<file path="config.mk">
export PLATFORM = sky130hd
export DESIGN_NAME = ifetch
export DESIGN_NICKNAME = d
export VERILOG_FILES = /design/src/rtl/ifetch_pkg.sv /design/src/rtl/ifetch_buf.sv /design/src/rtl/ifetch.sv
export SDC_FILE = /design/constraint.sdc
export NUM_CORES = 1
export LEC_CHECK = 0
export CORE_MARGIN = 4
export CORE_UTILIZATION = 52
export CTS_CLUSTER_DIAMETER = 200
export DETAILED_ROUTE_END_ITERATION = 16
export PLACE_DENSITY = 0.81
export SLEW_MARGIN = 30
export SYNTH_ARGS = -nofsm -noshare
export SYNTH_HDL_FRONTEND = slang
export SYNTH_HIERARCHICAL = 1
export SYNTH_SLANG_ARGS = --single-unit
</file>
<file path="constraint.sdc">
create_clock -name clk -period 3.3 [get_ports clk]
set_clock_uncertainty 0.05 [all_clocks]
set_input_delay 0.99 -clock clk [delete_from_list [all_inputs] [get_ports clk]]
set_output_delay 0.99 -clock clk [all_outputs]
set_load 0.02 [all_outputs]
</file>
<file path="src/rtl/ifetch_pkg.sv">
// Shared types for the Saratoga fetch stage: the RV32 word type and the
// ifetch FSM state / instruction buffer entry definitions.
package rv32;
   typedef logic [31:0] word;
endpackage

package saratoga;
   typedef enum logic [1:0] {
      IF_REQ,
      IF_WAIT,
      IF_DROP
   } ifetch_state_t;

   localparam int IFETCH_BUF_DEPTH = 2;

   typedef struct packed {
      rv32::word inst;
      rv32::word pc;
      logic      fault;
   } ifetch_entry_t;
endpackage

</file>
<file path="src/rtl/ifetch_buf.sv">
// Circular FIFO of fetched instructions; the head entry is read straight out
// of the storage registers, so consumers never see a bus-to-output path.
module ifetch_buf
   import saratoga::*;
#(
   parameter int DEPTH = IFETCH_BUF_DEPTH,
   localparam int AW = $clog2(DEPTH)
) (
   input  logic          clk,
   input  logic          rst_n,
   input  logic          push,
   input  ifetch_entry_t push_data,
   input  logic          pop,
   input  logic          flush,
   output ifetch_entry_t head,
   output logic [AW:0]   count,
   output logic          full,
   output logic          empty
);

   ifetch_entry_t mem [DEPTH];
   logic [AW-1:0] wr_ptr;
   logic [AW-1:0] rd_ptr;
   logic          do_push;
   logic          do_pop;

   assign full    = (count == (AW+1)'(DEPTH));
   assign empty   = (count == '0);
   assign do_push = push && !full;
   assign do_pop  = pop && !empty;
   assign head    = mem[rd_ptr];

   // NOTE: storage is reset as well so the head reads all-zero out of reset;
   // the array is only DEPTH entries, so the reset fan-out is cheap.
   always_ff @(posedge clk or negedge rst_n) begin
      if (!rst_n) begin
         wr_ptr <= '0;
         rd_ptr <= '0;
         count  <= '0;
         for (int i = 0; i < DEPTH; i++) mem[i] <= '0;
      end else if (flush) begin
         wr_ptr <= '0;
         rd_ptr <= '0;
         count  <= '0;
      end else begin
         if (do_push) begin
            mem[wr_ptr] <= push_data;
            wr_ptr      <= wr_ptr + AW'(1);
         end
         if (do_pop) rd_ptr <= rd_ptr + AW'(1);
         case ({do_push, do_pop})
            2'b10:   count <= count + (AW+1)'(1);
            2'b01:   count <= count - (AW+1)'(1);
            default: count <= count;
         endcase
      end
   end

endmodule

</file>
<file path="src/rtl/ifetch.sv">
// Instruction fetch: issues pc on the instruction bus, tracks one outstanding
// read and queues responses for Decode. Optional: IFETCH_MISALIGN_TRAP_EN.
module ifetch
   import saratoga::*;
#(
   parameter int BUF_DEPTH = IFETCH_BUF_DEPTH
) (
   input  logic      clk,
   input  logic      rst_n,
   input  rv32::word pc,
   input  logic      next_pc_en,
   output logic      stall_fetch,
   output logic      ibus_req,
   output rv32::word ibus_addr,
   input  logic      ibus_gnt,
   input  logic      ibus_rvalid,
   input  rv32::word ibus_rdata,
   input  logic      ibus_err,
   output logic      inst_valid,
   output rv32::word inst,
   output rv32::word inst_pc,
   output logic      inst_fault,
   input  logic      decode_ready
);

   localparam int CW = $clog2(BUF_DEPTH) + 1;

   ifetch_state_t state;
   rv32::word     pend_pc;
   ifetch_entry_t head;
   ifetch_entry_t push_data;
   logic [CW-1:0] count;
   logic [CW:0]   occ_after;
   logic          full;
   logic          empty;
   logic          flush;
   logic          pop;
   logic          push;
   logic          accept;
   logic          issue_a;
   logic          issue_b;
   logic          rsp_keep;
   logic          misaligned;
   logic          mis_push;

   assign flush      = next_pc_en;
   assign inst_valid = !empty;
   assign pop        = inst_valid && decode_ready;
   assign ibus_addr  = pc;

`ifdef IFETCH_MISALIGN_TRAP_EN
   assign misaligned = (state == IF_REQ) && (pc[1:0] != 2'b00);
   assign mis_push   = misaligned && !flush && !full;
`else
   assign misaligned = 1'b0;
   assign mis_push   = 1'b0;
`endif

   // Occupancy once the arriving response is pushed and any pop retires;
   // issuing only below depth reserves the slot for the next response.
   assign occ_after = {1'b0, count} + (CW+1)'(1) - (CW+1)'(pop);

   assign issue_a     = (state == IF_REQ) && !full && !misaligned;
   assign issue_b     = (state == IF_WAIT) && ibus_rvalid && (occ_after < (CW+1)'(BUF_DEPTH));
   assign ibus_req    = !flush && (issue_a || issue_b);
   assign accept      = ibus_req && ibus_gnt;
   assign stall_fetch = !(accept || flush || mis_push);
   assign rsp_keep    = (state == IF_WAIT) && ibus_rvalid && !flush;
   assign push        = rsp_keep || mis_push;

   // NOTE: every always_comb output gets a default first so no path leaves it
   // unassigned, which would otherwise infer a latch.
   always_comb begin
      push_data.inst  = ibus_rdata;
      push_data.pc    = pend_pc;
      push_data.fault = ibus_err;
      if (mis_push) begin
         push_data.inst  = '0;
         push_data.pc    = pc;
         push_data.fault = 1'b1;
      end
   end

   // NOTE: state registers use non-blocking assignments so every flop samples
   // the pre-edge values regardless of statement order.
   always_ff @(posedge clk or negedge rst_n) begin
      if (!rst_n) begin
         state   <= IF_REQ;
         pend_pc <= '0;
      end else begin
         if (accept) pend_pc <= pc;
         case (state)
            IF_REQ: begin
               if (accept) state <= IF_WAIT;
            end
            IF_WAIT: begin
               if (ibus_rvalid) state <= accept ? IF_WAIT : IF_REQ;
               else if (flush)  state <= IF_DROP;
            end
            IF_DROP: begin
               if (ibus_rvalid) state <= IF_REQ;
            end
            default: state <= IF_REQ;
         endcase
      end
   end

   ifetch_buf #(
      .DEPTH(BUF_DEPTH)
   ) u_buf (
      .clk      (clk),
      .rst_n    (rst_n),
      .push     (push),
      .push_data(push_data),
      .pop      (pop),
      .flush    (flush),
      .head     (head),
      .count    (count),
      .full     (full),
      .empty    (empty)
   );

   assign inst       = head.inst;
   assign inst_pc    = head.pc;
   assign inst_fault = head.fault;

endmodule

</file>
==> impl_metrics.prom, run 1 <==
# TYPE chip_impl_metric gauge
chip_impl_info{name="run_status",value="finished clean"} 1
chip_impl_metric{name="die_x",unit="um"} 132.2
chip_impl_metric{name="peakVddDrop",unit="V"} 0.0004026
chip_impl_metric{name="final_net_count",unit=""} 782
chip_impl_metric{name="dp.cells",unit=""} 879
chip_impl_metric{name="design_power_total",unit="mW"} 7.210
chip_impl_metric{name="core_region_area",unit="sq mm"} 0.01515
chip_impl_metric{name="fin_crit",unit="ns"} 3.229
chip_impl_metric{name="area_of_the_die",unit="sq mm"} 0.01747
chip_impl_metric{name="hold_viol_final",unit=""} 0
chip_impl_metric{name="slew_viol_final",unit=""} 0
chip_impl_metric{name="clock-sinks",unit=""} 168
chip_impl_metric{name="wl",unit="um"} 18380
chip_impl_metric{name="floorplan.io_pins",unit=""} 171
chip_impl_metric{name="layout-drive-gt1-share",unit="%"} 36.07
chip_impl_metric{name="grt-ovfl-total",unit=""} 0
chip_impl_metric{name="max_cap_violation_count",unit=""} 0
chip_impl_metric{name="netlist.area_leader.share",unit="%"} 52.43
chip_impl_info{name="cp_top_family",value="buffers and inverters"} 1
chip_impl_metric{name="clk_pin_slew",unit="ns"} 0.06
chip_impl_metric{name="cts.hold.buffers_added",unit=""} 0
chip_impl_metric{name="antenna_violations_before_repair",unit=""} 0
chip_impl_metric{name="synth-warning-count",unit=""} 6
chip_impl_metric{name="first_pass_grt_wire_length",unit="um"} 29300
chip_impl_metric{name="worst-path-max-fanout",unit=""} 2
chip_impl_metric{name="clock_tree.htree_level_count",unit=""} 4
chip_impl_metric{name="cts_made_buffers",unit=""} 17
chip_impl_metric{name="cpPeakStageDelay",unit="ns"} 0.64
chip_impl_metric{name="synth_cells",unit=""} 567
chip_impl_metric{name="cts.repair_timing.setup_buffer_count",unit=""} 0
chip_impl_metric{name="via_count",unit=""} 5126
chip_impl_info{name="tritoncts",value="done"} 1
chip_impl_info{name="synth_most_common_cell",value="sky130_fd_sc_hd__dfrtp_1"} 1
chip_impl_info{name="min_path_type",value="register to register"} 1
chip_impl_metric{name="final_core_utilization",unit="%"} 68.26
chip_impl_info{name="synth_top_area_cells",value="sky130_fd_sc_hd__dfrtp_1, sky130_fd_sc_hd__mux2_2, sky130_fd_sc_hd__mux2_4, sky130_fd_sc_hd__a311o_1, sky130_fd_sc_hd__buf_4"} 1
chip_impl_metric{name="arrival",unit="ns"} 2.19
chip_impl_info{name="critical_path.startpoint_type",value="input pin"} 1
chip_impl_metric{name="fmaxAchievable",unit="MHz"} 309.7
chip_impl_metric{name="clk_latency",unit="ns"} 0.42
chip_impl_metric{name="timing.slew.headroom",unit="%"} 44.47
chip_impl_metric{name="std_cell_rows",unit=""} 45
chip_impl_metric{name="clock_tree.buffer_depth",unit=""} 2
chip_impl_info{name="endpoint_kind",value="output pin"} 1
chip_impl_info{name="critical_path.cell_chain",value="clkdlybuf4s50_1 -> clkdlybuf4s50_1"} 1
chip_impl_metric{name="netlist_area",unit="sq mm"} 0.008019
chip_impl_metric{name="gp_routability_congestion",unit=""} 0.8067
chip_impl_metric{name="report.final.setup_viol",unit=""} 0
chip_impl_metric{name="drtAntennaViolNets",unit=""} 0
chip_impl_metric{name="drt_first_pass_iters",unit=""} 4
chip_impl_metric{name="period_share",unit="%"} 97.86
chip_impl_metric{name="timing.critical_path.buf_inv",unit=""} 2
chip_impl_info{name="synth_top_flop_cell",value="sky130_fd_sc_hd__dfrtp_1"} 1
chip_impl_info{name="worst_path_most_repeated_cell",value="sky130_fd_sc_hd__clkdlybuf4s50_1"} 1
chip_impl_metric{name="io_buffers",unit=""} 170
chip_impl_metric{name="postSynth.asyncResetShare",unit="%"} 100.0
chip_impl_metric{name="dieHeight",unit="um"} 132.2
chip_impl_info{name="yosysTopAreaCell",value="sky130_fd_sc_hd__dfrtp_1"} 1
chip_impl_metric{name="route.detailed.drc",unit=""} 0
chip_impl_metric{name="tightestPinTransition",unit="ns"} 0.8292
chip_impl_metric{name="vias_per_cell",unit=""} 5.658
chip_impl_metric{name="antenna_cells_inserted",unit=""} 0
chip_impl_metric{name="avgRoutedWirePerCell",unit="um"} 20.29
chip_impl_metric{name="power.density_cell_area",unit="mW/mm^2"} 697.4
chip_impl_metric{name="yosysSeqAreaShare",unit="%"} 52.43
chip_impl_metric{name="syn-num-nets",unit=""} 638
chip_impl_info{name="synth.cells.most_frequent",value="sky130_fd_sc_hd__dfrtp_1, sky130_fd_sc_hd__mux2_2, sky130_fd_sc_hd__mux2_4"} 1
chip_impl_metric{name="largest_net_degree_at_the_start_of_global_routing",unit=""} 74
chip_impl_info{name="slowest_stage_cell_cp",value="sky130_fd_sc_hd__clkdlybuf4s50_1"} 1
chip_impl_metric{name="finalHoldWorstSlack",unit="ns"} 0.4518
chip_impl_metric{name="syn-mean-instance-area",unit="sq um"} 14.14
chip_impl_metric{name="first_global_vias",unit=""} 5673
chip_impl_metric{name="detailed_place_hpwl",unit="um"} 11590
chip_impl_metric{name="synth.ff_latch_count",unit=""} 168
chip_impl_metric{name="fillCellCount",unit=""} 1064
chip_impl_metric{name="synth_edf_count",unit=""} 0
chip_impl_info{name="cts-root-buf",value="sky130_fd_sc_hd__clkbuf_16"} 1
chip_impl_info{name="worstSetupPathType",value="input pin to output pin"} 1
chip_impl_metric{name="crit_required",unit="ns"} 2.26
chip_impl_metric{name="number_of_drc_violations_after_detailed_routing_iteration_0",unit=""} 267
chip_impl_info{name="rsz_0062_raised_after_global_routing",value="no"} 1
chip_impl_metric{name="finish.cell_count_without_fillers",unit=""} 906
chip_impl_metric{name="post_synth_num_cell_types",unit=""} 30
chip_impl_metric{name="power.leakage",unit="nW"} 4.759
chip_impl_metric{name="gr-usage-all-layers",unit="%"} 20.84
chip_impl_metric{name="syn2layout_area_growth",unit="%"} 28.93
chip_impl_metric{name="initial_utilization",unit="%"} 52.95
==> kinds of logic after synthesis <==
group | Yosys count | share of synthesized area, %
compound gates | 42 | 4.712
flops | 168 | 52.43
xor+xnor | 1 | 0.1092
buf+inv | 73 | 6.023
simple gates | 87 | 6.865
mux | 196 | 29.86
==> routing by layer <==
layer	global-route usage [%]	up-vias	wire [um]	part of all wire, %
li1	-	2309	-	-
met1	27.26	2650	8442	46
met2	34.75	149	8882	48
met3	5.076	18	844	4.6
met4	6.120	0	212	1.2
met5	0	-	0	0
==> placed cells by master (no fill, tap or decap), types with 5 or more instances in the layout <==
cell type,n
sky130_fd_sc_hd__a311o_1,32
sky130_fd_sc_hd__and2_1,33
sky130_fd_sc_hd__and3_1,32
sky130_fd_sc_hd__buf_4,20
sky130_fd_sc_hd__clkbuf_16,18
sky130_fd_sc_hd__clkdlybuf4s50_1,166
sky130_fd_sc_hd__dfrtp_1,167
sky130_fd_sc_hd__mux2_2,146
sky130_fd_sc_hd__mux2_4,50
sky130_fd_sc_hd__nor2_1,5
==> what timing repair did <==
item	CTS	global route
pin swaps	0	2
endpoints found under the setup margin	3	11
resized for setup	10	5
gates cloned	0	1
==> metrics by stage <==
step	TNS (ns)	cell area, sq um	setup WS [ns]
2_1_floorplan	0	8019	0.2090
3_3_place_gp	-0.6131	9742	-0.3294
3_5_place_dp	-1.443	9742	-0.3623
4_1_cts	0	10300	0.01523
5_1_grt	0	10340	0.01074
6_report	0	10340	0.07070
==> state kept, by name, summed over array words and instances (netlist names) <==
register / flops
u_buf/count: 2
pend_pc: 32
u_buf/rd_ptr: 1
state: 2
u_buf/wr_ptr: 1
u_buf/mem: 130
==> final cells by class <==
type	instances	area [sq um]	area share (%)
Clock buffer	21	460.4	4.454
Clock inverter	5	100.1	0.9682
Inverter	3	11.26	0.1089
Multi-Input combinational cell	326	3351	32.41
Sequential cell	168	4205	40.68
Tap cell	188	235.2	2.275
Timing Repair Buffer	195	1976	19.11
==> path summary, 6_finish.rpt <==
| kind | start | endpoint | slack, ns | cells past startpoint |
|---|---|---|---|---|
| max | pc[24] | ibus_addr[24] | 0.07 | 2 |
| min | u_buf/mem[75] | u_buf/mem[75] | 0.45 | 1 |
| max reg2reg | state[1] | u_buf/mem[88] | 1.05 | 5 |
| min reg2reg | u_buf/mem[75] | u_buf/mem[75] | 0.45 | 1 |
| max in group asynchronous | rst_n | u_buf/mem[1] | 1.88 | 2 |
| min in group asynchronous | rst_n | u_buf/mem[41] | 0.50 | 1 |
==> power by group <==
part	internal, mW	total (mW)	switching, mW
registers	2.56	2.85	0.296
logic	1.36	2.40	1.04
clock network	1.20	1.96	0.755
total	5.12	7.21	2.09
Note: power is estimated with default switching activity, not from simulation.
==> run 2: changes to the inputs <==
--- a/config.mk
+++ b/config.mk
@@ -10,6 +10,7 @@
 export CTS_CLUSTER_DIAMETER = 200
 export DETAILED_ROUTE_END_ITERATION = 16
 export PLACE_DENSITY = 0.81
+export SKIP_LAST_GASP = 1
 export SLEW_MARGIN = 30
 export SYNTH_ARGS = -nofsm -noshare
 export SYNTH_HDL_FRONTEND = slang
==> impl_metrics.prom, run 2 (synthesis results as in run 1) <==
# TYPE chip_impl_metric gauge
chip_impl_metric{name="vias_per_cell",unit=""} 5.640
chip_impl_metric{name="first_global_vias",unit=""} 5673
chip_impl_metric{name="cts_made_buffers",unit=""} 17
chip_impl_metric{name="max_reg_flops",unit=""} 130
chip_impl_metric{name="fin_crit",unit="ns"} 3.228
chip_impl_metric{name="antenna_violations_before_repair",unit=""} 0
chip_impl_metric{name="comb_power_share",unit="%"} 33.3
chip_impl_metric{name="timing.critical_path.buf_inv",unit=""} 2
chip_impl_metric{name="antenna_cells_inserted",unit=""} 0
chip_impl_info{name="tritoncts",value="done"} 1
chip_impl_metric{name="detailed_place_hpwl",unit="um"} 11590
chip_impl_metric{name="core_region_area",unit="sq mm"} 0.01515
chip_impl_metric{name="multi_input_area",unit="sq mm"} 0.003348
chip_impl_metric{name="largest_net_degree_at_the_start_of_global_routing",unit=""} 74
chip_impl_metric{name="clock_tree.htree_level_count",unit=""} 4
chip_impl_metric{name="worst-path-max-fanout",unit=""} 31
chip_impl_info{name="run_status",value="finished clean"} 1
chip_impl_info{name="cts-root-buf",value="sky130_fd_sc_hd__clkbuf_16"} 1
chip_impl_metric{name="via_count",unit=""} 5110
chip_impl_metric{name="design_power_total",unit="mW"} 7.209
chip_impl_metric{name="power.leakage",unit="nW"} 4.755
chip_impl_metric{name="netSwitchingPower",unit="mW"} 2.086
chip_impl_info{name="cp_top_family",value="buffers and inverters"} 1
chip_impl_metric{name="power.density_cell_area",unit="mW/mm^2"} 697.6
chip_impl_metric{name="setup_total_negative_slack",unit="ns"} 0
chip_impl_metric{name="floorplan.io_pins",unit=""} 171
chip_impl_metric{name="area_of_the_die",unit="sq mm"} 0.01747
chip_impl_metric{name="dieHeight",unit="um"} 132.2
chip_impl_metric{name="clock-sinks",unit=""} 168
chip_impl_metric{name="cpPeakStageDelay",unit="ns"} 0.57
chip_impl_metric{name="wl",unit="um"} 18310
chip_impl_metric{name="number_of_drc_violations_after_detailed_routing_iteration_0",unit=""} 278
chip_impl_metric{name="route.detailed.drc",unit=""} 0
chip_impl_info{name="largestRegisters",value="u_buf/mem: 130 flops, pend_pc: 32 flops"} 1
chip_impl_metric{name="proportion_of_power_drawn_by_the_clock_network",unit="%"} 27.1
chip_impl_metric{name="std_cell_rows",unit=""} 45
chip_impl_metric{name="drtAntennaViolNets",unit=""} 0
chip_impl_metric{name="clk_pin_slew",unit="ns"} 0.06
chip_impl_metric{name="avgRoutedWirePerCell",unit="um"} 20.21
chip_impl_info{name="largest_reg_by_ff_count",value="u_buf/mem"} 1
chip_impl_info{name="slowest_stage_cell_cp",value="sky130_fd_sc_hd__clkdlybuf4s50_1"} 1
chip_impl_metric{name="power.share.switching",unit="%"} 28.94
chip_impl_info{name="critical_path.cell_chain",value="buf_16 -> mux2_2 -> clkdlybuf4s50_1"} 1
chip_impl_metric{name="clock_tree.buffer_depth",unit=""} 2
chip_impl_metric{name="power_frac_seq",unit="%"} 39.6
chip_impl_metric{name="report.final.setup_viol",unit=""} 0
chip_impl_metric{name="gr-usage-all-layers",unit="%"} 20.84
chip_impl_metric{name="timing.slew.headroom",unit="%"} 46.96
chip_impl_info{name="mostFrequentLayoutCells",value="sky130_fd_sc_hd__clkdlybuf4s50_1, sky130_fd_sc_hd__dfrtp_1, sky130_fd_sc_hd__mux2_2"} 1
chip_impl_metric{name="arrival",unit="ns"} 2.19
chip_impl_metric{name="crit_required",unit="ns"} 2.26
chip_impl_metric{name="first_pass_grt_wire_length",unit="um"} 29300
chip_impl_metric{name="cts.hold.buffers_added",unit=""} 0
chip_impl_metric{name="period_share",unit="%"} 97.83
chip_impl_metric{name="hold_viol_final",unit=""} 0
chip_impl_metric{name="intPower",unit="mW"} 5.123
chip_impl_metric{name="cts.repair_timing.setup_buffer_count",unit=""} 0
chip_impl_info{name="min_path_type",value="register to register"} 1
chip_impl_metric{name="drt_first_pass_iters",unit=""} 4
chip_impl_metric{name="gp_routability_congestion",unit=""} 0.8067
chip_impl_metric{name="clk_latency",unit="ns"} 0.42
chip_impl_metric{name="seqCellArea",unit="sq mm"} 0.004205
chip_impl_metric{name="io_buffers",unit=""} 170
chip_impl_metric{name="fillCellCount",unit=""} 1066
chip_impl_info{name="critical_path.startpoint_type",value="register"} 1
chip_impl_metric{name="syn2layout_area_growth",unit="%"} 28.87
chip_impl_metric{name="grt-ovfl-total",unit=""} 0
chip_impl_info{name="worstSetupPathType",value="register to output pin"} 1
chip_impl_metric{name="layout-drive-gt1-share",unit="%"} 35.93
chip_impl_metric{name="fmaxAchievable",unit="MHz"} 309.7
chip_impl_metric{name="final_net_count",unit=""} 782
chip_impl_info{name="endpoint_kind",value="output pin"} 1
chip_impl_metric{name="peakVddDrop",unit="V"} 0.0004006
chip_impl_metric{name="die_x",unit="um"} 132.2
chip_impl_metric{name="tightestPinTransition",unit="ns"} 0.7920
chip_impl_info{name="rsz_0062_raised_after_global_routing",value="yes"} 1
chip_impl_metric{name="initial_utilization",unit="%"} 52.95
chip_impl_metric{name="slew_viol_final",unit=""} 0
chip_impl_metric{name="max_cap_violation_count",unit=""} 0
-- run 2: path summary, 6_finish.rpt --
kind                                     from            end  slack [ns]  cells after the start
worst max register to register       state[1]  u_buf/mem[88]        1.05                      5
worst min register to register  u_buf/mem[93]  u_buf/mem[93]        0.45                      1
min in group asynchronous               rst_n  u_buf/mem[41]        0.51                      1
worst min-delay path            u_buf/mem[93]  u_buf/mem[93]        0.45                      1
max in group asynchronous               rst_n  u_buf/mem[67]        1.87                      2
worst max-delay path             u_buf/rd_ptr    inst_pc[24]        0.07                      3
-- run 2: cell type report --
cell class	count	share of cell area, %
Sequential cell	168	40.69
Tap cell	188	2.276
Timing Repair Buffer	195	19.09
Inverter	3	0.1090
Multi-Input combinational cell	326	32.40
Clock buffer	21	4.456
Clock inverter	5	0.9686
-- run 2: what timing repair did --
action                     CTS  global route
pin swaps                    0             1
hold endpoints to repair     0             0
gates resized for setup      9             3
gates cloned                 0             1
setup endpoints to repair    3            12
-- run 2: metal layers --
layer  share of wire (%)  vias to the layer above  wire [um]  global-route usage, %
met2                  48                      151       8871                  34.75
met1                  46                     2639       8418                  27.26
met5                   0                        -          0                      0
met4                0.92                        0        169                  6.120
met3                 4.7                       15        854                  5.076
li1                    -                     2305          -                      -
-- run 2: stage by stage --
| step | setup slack [ns] | cells | area, sq um | util [%] | hold WS [ns] |
|---|---|---|---|---|---|
| 4_1_cts | -0.001536 | 905 | 10300 | 68.01 | 0.4551 |
| 6_report | 0.07152 | 906 | 10330 | 68.23 | 0.4511 |
| 3_3_place_gp | -0.3294 | 879 | 9742 | 64.32 | 0.4316 |
| 3_5_place_dp | -0.3623 | 879 | 9742 | 64.32 | 0.4405 |
| 2_1_floorplan | 0.2090 | 567 | 8019 | - | 0.4236 |
| 5_1_grt | -0.02953 | 906 | 10330 | 68.23 | 0.4636 |
-- run 2: power by group through the flow --
| stage | sequential (mW) | combinational [mW] | clock, mW |
|---|---|---|---|
| floorplan | 2.78 | 1.46 | 0 |
| global placement | 2.83 | 2.36 | 0 |
| detailed placement | 2.88 | 2.40 | 0 |
| CTS | 2.85 | 2.42 | 1.99 |
| global route | 2.92 | 2.54 | 2.08 |
| finish | 2.85 | 2.40 | 1.95 |
